File: config.mk
export PLATFORM = sky130hd
export DESIGN_NAME = posit_normalize_es3
export DESIGN_NICKNAME = d
export VERILOG_FILES = /design/src/rtl/posit_defines_es3.sv /design/src/rtl/posit_regime_build_es3.sv /design/src/rtl/posit_normalize_es3.sv
export SDC_FILE = /design/constraint.sdc
export NUM_CORES = 1
export LEC_CHECK = 0
export ABC_AREA = 1
export CORE_ASPECT_RATIO = 1.5
export CORE_MARGIN = 2
export CORE_UTILIZATION = 63
export DETAILED_ROUTE_END_ITERATION = 8
export HOLD_SLACK_MARGIN = 0.1
export PLACE_DENSITY = 0.87
export SYNTH_ARGS = -nofsm -noshare
export SYNTH_HDL_FRONTEND = slang
export SYNTH_SLANG_ARGS = --single-unit
File: constraint.sdc
create_clock -name clk -period 7.5 [get_ports clk]
set_input_delay 1.5 -clock clk [delete_from_list [all_inputs] [get_ports clk]]
set_output_delay 1.5 -clock clk [all_outputs]
set_load 0.05 [all_outputs]
File: src/rtl/posit_defines_es3.sv
// Shared definitions for the es=3 posit encoder: format widths, the decoded
// value that arrives from the arithmetic units, the per-stage pipeline
// payloads and the field-placement helper used by the shift/round stage.
package posit_defines_es3;

  localparam int NBITS   = 32;
  localparam int ES      = 3;
  localparam int FBITS   = 26;
  localparam int SCALE_W = 9;
  localparam int MAG_W   = NBITS - 1;       // magnitude bits below the sign
  localparam int RUN_W   = 6;               // regime width, 2..33
  localparam int TAIL_W  = ES + FBITS + 2;  // exponent, fraction, guard, sticky
  localparam int FIELD_W = 2 * NBITS;       // regime slot plus shifted tail
  localparam int DROP_W  = FIELD_W - MAG_W; // bits below the kept magnitude

  localparam logic signed [SCALE_W-1:0] SCALE_MAX = 9'sd240;

  localparam logic [NBITS-1:0] POSIT_MAXPOS = 32'h7FFF_FFFF;
  localparam logic [NBITS-1:0] POSIT_MINPOS = 32'h0000_0001;
  localparam logic [NBITS-1:0] POSIT_NAR    = 32'h8000_0000;

  // Decoded value as produced by the arithmetic units.
  typedef struct packed {
    logic                      sign;
    logic signed [SCALE_W-1:0] scale;
    logic [FBITS-1:0]          fraction;  // hidden bit excluded
    logic                      zero;
    logic                      inf;
  } posit_value_t;

  // Payload after clamp/regime.
  typedef struct packed {
    logic             sign;
    logic             zero;
    logic             inf;
    logic             sat;
    logic [MAG_W-1:0] sat_mag;
    logic [NBITS-1:0] regime;  // left-aligned regime bit string
    logic [RUN_W-1:0] rw;      // regime width including terminator
    logic [TAIL_W-1:0] tail;
  } s1_t;

  // Payload after shift/round.
  typedef struct packed {
    logic             sign;
    logic             zero;
    logic             inf;
    logic [MAG_W-1:0] mag;
  } s2_t;

  // Regime occupies the top of the field; the tail follows immediately after it.
  function automatic logic [FIELD_W-1:0] place_fields(input logic [NBITS-1:0]  regime,
                                                      input logic [RUN_W-1:0]  rw,
                                                      input logic [TAIL_W-1:0] tail);
    return {regime, {NBITS{1'b0}}} | ({tail, {(FIELD_W-TAIL_W){1'b0}}} >> rw);
  endfunction

endpackage

File: src/rtl/posit_regime_build_es3.sv
// Regime bit-string generator: k >= 0 gives (k+1) ones then a zero,
// k < 0 gives (-k) zeros then a one. The string is left-aligned in NBITS
// and width counts the terminating bit.
module posit_regime_build_es3
  import posit_defines_es3::*;
(
  input  logic signed [RUN_W-1:0] k,
  output logic [NBITS-1:0]        regime,
  output logic [RUN_W-1:0]        width
);

  logic [RUN_W-1:0] run;

  // Run length and left-aligned regime pattern from the sign of k.
  // NOTE: every output of a combinational block is assigned on every path,
  // otherwise synthesis infers a latch to hold the old value.
  always_comb begin
    if (k[RUN_W-1]) begin
      run    = RUN_W'(-k);
      regime = {1'b1, {(NBITS-1){1'b0}}} >> run;
    end else begin
      run    = RUN_W'(k) + RUN_W'(1);
      regime = ~({NBITS{1'b1}} >> run);
    end
    width = run + RUN_W'(1);
  end

endmodule

File: src/rtl/posit_normalize_es3.sv
// Three-stage posit (es=3) encoder with valid/ready on both sides.
//   S1: saturation detect, regime construction
//   S2: field placement, rounding, minpos/maxpos clamp
//   S3: two's-complement sign, zero/NaR specials
// Build option: define POSIT_NORM_RNE_EN for round-to-nearest-even;
// without it the dropped bits are truncated.
module posit_normalize_es3
  import posit_defines_es3::*;
#(
  parameter int PIPE_STAGES = 3
)
(
  input  logic             clk,
  input  logic             rst_n,
  input  logic             in_valid,
  output logic             in_ready,
  input  posit_value_t     in,
  input  logic             in_guard,
  input  logic             in_sticky,
  output logic             out_valid,
  input  logic             out_ready,
  output logic [NBITS-1:0] out
);

  if (PIPE_STAGES != 3) begin : g_bad_stages
    $error("posit_normalize_es3: PIPE_STAGES must be 3");
  end

  logic v1, v2, v3;
  logic en1, en2, en3;
  s1_t  s1_d, s1_q;
  s2_t  s2_d, s2_q;
  logic [NBITS-1:0] out_d;

  // A stage may load when its own slot is empty or the next one is moving,
  // so bubbles collapse and full rate is sustained.
  assign en3       = out_ready | ~v3;
  assign en2       = en3 | ~v2;
  assign en1       = en2 | ~v1;
  assign in_ready  = rst_n & en1;
  assign out_valid = v3;

  // ---------------- S1: clamp / regime ----------------
  logic signed [SCALE_W-1:0] scale;
  logic signed [RUN_W-1:0]   k;
  logic [NBITS-1:0]          regime;
  logic [RUN_W-1:0]          rw;

  assign scale = $signed(in.scale);
  assign k     = RUN_W'(scale >>> ES);

  posit_regime_build_es3 u_regime (
    .k      (k),
    .regime (regime),
    .width  (rw)
  );

  // Collect S1 payload; saturated values carry their final magnitude.
  always_comb begin
    s1_d         = '0;
    s1_d.sign    = in.sign;
    s1_d.zero    = in.zero;
    s1_d.inf     = in.inf;
    s1_d.sat     = (scale > SCALE_MAX) || (scale < -SCALE_MAX);
    s1_d.sat_mag = (scale > SCALE_MAX) ? POSIT_MAXPOS[MAG_W-1:0] : POSIT_MINPOS[MAG_W-1:0];
    s1_d.regime  = regime;
    s1_d.rw      = rw;
    s1_d.tail    = {scale[ES-1:0], in.fraction, in_guard, in_sticky};
  end

  // ---------------- S2: shift / round ----------------
  logic [MAG_W-1:0] trunc;
  logic             round_up;
  logic [MAG_W:0]   sum;

`ifdef POSIT_NORM_RNE_EN
  logic [DROP_W-1:0] dropped;
  assign {trunc, dropped} = place_fields(s1_q.regime, s1_q.rw, s1_q.tail);
  assign round_up = dropped[DROP_W-1] & (trunc[0] | (|dropped[DROP_W-2:0]));
`else
  assign trunc    = MAG_W'(place_fields(s1_q.regime, s1_q.rw, s1_q.tail) >> DROP_W);
  assign round_up = 1'b0;
`endif

  assign sum = {1'b0, trunc} + {{MAG_W{1'b0}}, round_up};

  // Final magnitude: saturation wins, then carry clamp, then never-zero clamp.
  always_comb begin
    s2_d      = '0;
    s2_d.sign = s1_q.sign;
    s2_d.zero = s1_q.zero;
    s2_d.inf  = s1_q.inf;
    if (s1_q.sat)
      s2_d.mag = s1_q.sat_mag;
    else if (sum[MAG_W])
      s2_d.mag = POSIT_MAXPOS[MAG_W-1:0];
    else if (sum[MAG_W-1:0] == '0)
      s2_d.mag = POSIT_MINPOS[MAG_W-1:0];
    else
      s2_d.mag = sum[MAG_W-1:0];
  end

  // ---------------- S3: sign / special ----------------
  // NaR outranks zero; specials ignore everything else.
  always_comb begin
    out_d = {1'b0, s2_q.mag};
    if (s2_q.inf)
      out_d = POSIT_NAR;
    else if (s2_q.zero)
      out_d = '0;
    else if (s2_q.sign)
      out_d = -{1'b0, s2_q.mag};
  end

  // ---------------- registers ----------------
  // Stage valid bits advance when the downstream slot frees; reset flushes them.
  // NOTE: state uses non-blocking assignments so every stage samples the
  // pre-edge value of its predecessor, independent of statement order.
  always_ff @(posedge clk) begin
    if (!rst_n) begin
      v1 <= 1'b0;
      v2 <= 1'b0;
      v3 <= 1'b0;
    end else begin
      if (en1) v1 <= in_valid;
      if (en2) v2 <= v1;
      if (en3) v3 <= v2;
    end
  end

  // Payload registers load only with valid data.
  // NOTE: the payload is not reset; the valid bits alone qualify it.
  always_ff @(posedge clk) begin
    if (en1 && in_valid) s1_q <= s1_d;
    if (en2 && v1)       s2_q <= s2_d;
  end

  // Output register, cleared by reset and held while stalled.
  always_ff @(posedge clk) begin
    if (!rst_n)
      out <= '0;
    else if (en3 && v2)
      out <= out_d;
  end

endmodule

==> results.py <==
metrics = {
    "placed_design": {
        "place_ws_ns": 2.85,
        "portBuffers": 77,
        "dp_hpwl_microns": 14600,
        "gp_congestion": 0.933,
        "dp_cells": 1275,
    },
    "yosys": {
        "asyncSetResetFlopFracSynth": 0,
        "synth-edff-count": 107,
        "synth_area_leaders": "edfxtp_1, nand3_1, nand2_1",
        "synth_nets": 1138,
        "synth_ff_type": "edfxtp_1",
        "synth-seq-area-share": 0.475,
        "synth_common_cells": "nand2_1, nand3_1, edfxtp_1, nor2_1, inv_1",
        "yosysWarnings": 0,
        "ys_types": 39,
        "yosysTopAreaCell": "edfxtp_1",
        "ys_ff_latch": 142,
        "syn_avg_cell_area_sq_um": 7.61,
        "synth_top_area_frac": 0.390,
        "synthCells": 1084,
        "synthesis.area_sq_um": 8240,
        "synth.most_common_cell": "nand2_1",
    },
    "cts": {
        "clock-sinks": 142,
        "post_cts_resized": 0,
        "htreeDepth": 4,
        "hold_buffers": 0,
        "cts_tree": "built",
        "postCtsSetupRepairBufs": 0,
        "cts_root_buf": "clkbuf_16",
        "cts_buffer_depth": 2,
        "path_clk_slew_ns": 0.06,
        "clk_latency_ns": 0.43,
        "cts_made_buffers": 17,
    },
    "global_routing": {
        "grt_max_degree": 74,
        "grt_pass1_wl_microns": 32600,
        "antenna_found_initial": 0,
        "overflow": 0,
        "grt.total_usage": 0.291,
        "grt_pass1_vias": 6990,
    },
    "setup_path": {
        "end_kind": "output port",
        "rr_worst_depth": 12,
        "startpoint_type": "input pin",
        "r2r_setup_slack_ns": 4.13,
        "critPathRequiredTime_ns": 6.00,
        "cpMostUsedCell": "nand2_1",
        "cp.arrival_ns": 3.15,
        "cp_max_fo": 4,
        "r2r-end": "s2_q[0]",
        "path_cells": "clkdlybuf4s50_1, inv_1, nand2_1, nor2_1, nand2_1, nand2_1, inv_1, clkdlybuf4s50_1",
        "cpPeakStageDelay_ns": 0.78,
        "cp_slowest_cell": "clkdlybuf4s50_1",
        "critPathKind": "input pin to output port",
        "reg2reg_from": "s1_q[34]",
    },
    "power": {
        "p_clk_frac": 0.368,
        "switching_power_mw": 0.610,
        "swShare": 0.292,
        "p_per_area_nw_per_um2": 218,
        "ir_worst_vdd_v": 0.000188,
        "combPwrFrac": 0.187,
        "p_int_mw": 1.48,
        "p_leak_nw": 3.93,
        "power_frac_seq": 0.445,
    },
    "hold_path": {
        "hp-start": "s1_q[103]",
        "min_to": "s2_q[33]",
        "worstHoldPathCells": 0,
        "min_path_type": "register to register",
    },
    "detailed_routing": {
        "drc": 0,
        "vias_per_cell": 5.86,
        "dr.pass1.iters": 9,
        "routedWlPerCell_microns": 15.1,
        "drt_iter0_drc": 615,
        "ant_nets": 0,
        "vias": 7661,
        "wl_microns": 19700,
    },
    "floorplan": {
        "die_y_microns": 144,
        "rows": 51,
        "coreArea_sq_um": 12900,
        "die-area_sq_um": 14000,
        "die_w_microns": 97.4,
        "io_pins": 78,
        "start_util": 0.640,
    },
    "layout": {
        "nNetsFinal": 1189,
        "area_growth_pct": 16.3,
        "fin_util": 0.744,
        "drive_above_1_share": 0.0444,
        "antenna_cells": 0,
        "stdcell_count": 1307,
    },
    "timing": {
        "tightest_slew_ns": 1.16,
        "finalSetupViolCount": 0,
        "min_period_ns": 4.65,
        "timing.final.hold_violations": 0,
        "fin_skew_ns": 0.0105,
        "slew_viol_final": 0,
        "rsz0062_at_grt": "no",
        "timing.final.ws_setup_ns": 2.85,
        "max_freq_mhz": 215,
        "finalCritPeriodShare": 0.620,
        "relSlewSlack": 0.225,
        "setup_tns_ns": 0,
    },
    "run_status": {
        "status": "completed",
    },
    "flow_run": {
        "maxCapViolations": 0,
    },
}
-- cell usage in the layout (no fill, tap or decap), types with 12 or more instances in the layout --
cell type	n
nor3_1	12
dfxtp_1	35
nor2_1	102
clkdlybuf4s50_1	77
inv_1	98
o21ai_0	76
nand2_1	260
clkbuf_16	17
nand3_1	196
edfxtp_1	107
a21oi_1	67
-- critical path, delay by kind of cell --
kind	cells	cell delay, ns
buffers and inverters	4	1.31
and+or+nand+nor	4	0.34
-- per-layer routing --
layer | vias to the layer above | wire [microns] | global-route usage | share of wire
met4 | 0 | 907 | 0.145 | 0.046
met5 | - | 0 | 0 | 0
met2 | 320 | 10300 | 0.527 | 0.52
met3 | 83 | 1020 | 0.0628 | 0.052
met1 | 3485 | 7460 | 0.322 | 0.38
li1 | 3773 | - | - | -
-- worst max-delay path by stage --
stage	startpoint	to
final	out_ready	in_ready
after global routing	out_ready	in_ready
after CTS	out_ready	in_ready
after detailed placement	out_ready	in_ready
after global placement	out_ready	in_ready
after floorplan	out_ready	s1_q[0]
-- state kept, by name (all words and copies together), names as in the netlist --
register / flops
out: 32
v2: 1
s2_q: 34
out_valid: 1
v1: 1
s1_q: 73
-- layout make-up --
class | instances | area [sq um]
Sequential cell | 142 | 3910
Timing Repair Buffer | 82 | 808
Clock buffer | 20 | 467
Clock inverter | 12 | 82.6
Tap cell | 159 | 199
Inverter | 104 | 390
Multi-Input combinational cell | 788 | 3730
Fill cell | 995 | 3300
-- power by group through the flow --
stage / Sequential (mW) / Clock [mW] / Combinational, mW
6_report: 0.929 / 0.768 / 0.390
4_1_cts: 0.928 / 0.774 / 0.383
3_5_place_dp: 0.944 / 0 / 0.378
2_1_floorplan: 0.942 / 0 / 0.273
3_3_place_gp: 0.943 / 0 / 0.373
5_1_grt: 0.933 / 0.814 / 0.436
-- cell families after synthesis --
group | after synthesis | share of synthesized area
compound gates | 176 | 0.116
xor+xnor | 12 | 0.0127
fa+ha+maj | 10 | 0.0152
buf+inv | 154 | 0.0728
flops | 142 | 0.475
simple gates | 590 | 0.309
-- through the flow --
stage | total power [mW] | hold WS (ns) | area [sq um]
after floorplan | 1.22 | 0.400 | 8240
after global placement | 1.32 | 0.404 | 9040
after detailed placement | 1.32 | 0.405 | 9040
after CTS | 2.08 | 0.419 | 9590
after global routing | 2.18 | 0.441 | 9590
final | 2.09 | 0.419 | 9590
Power figures use the tool's default switching activity.
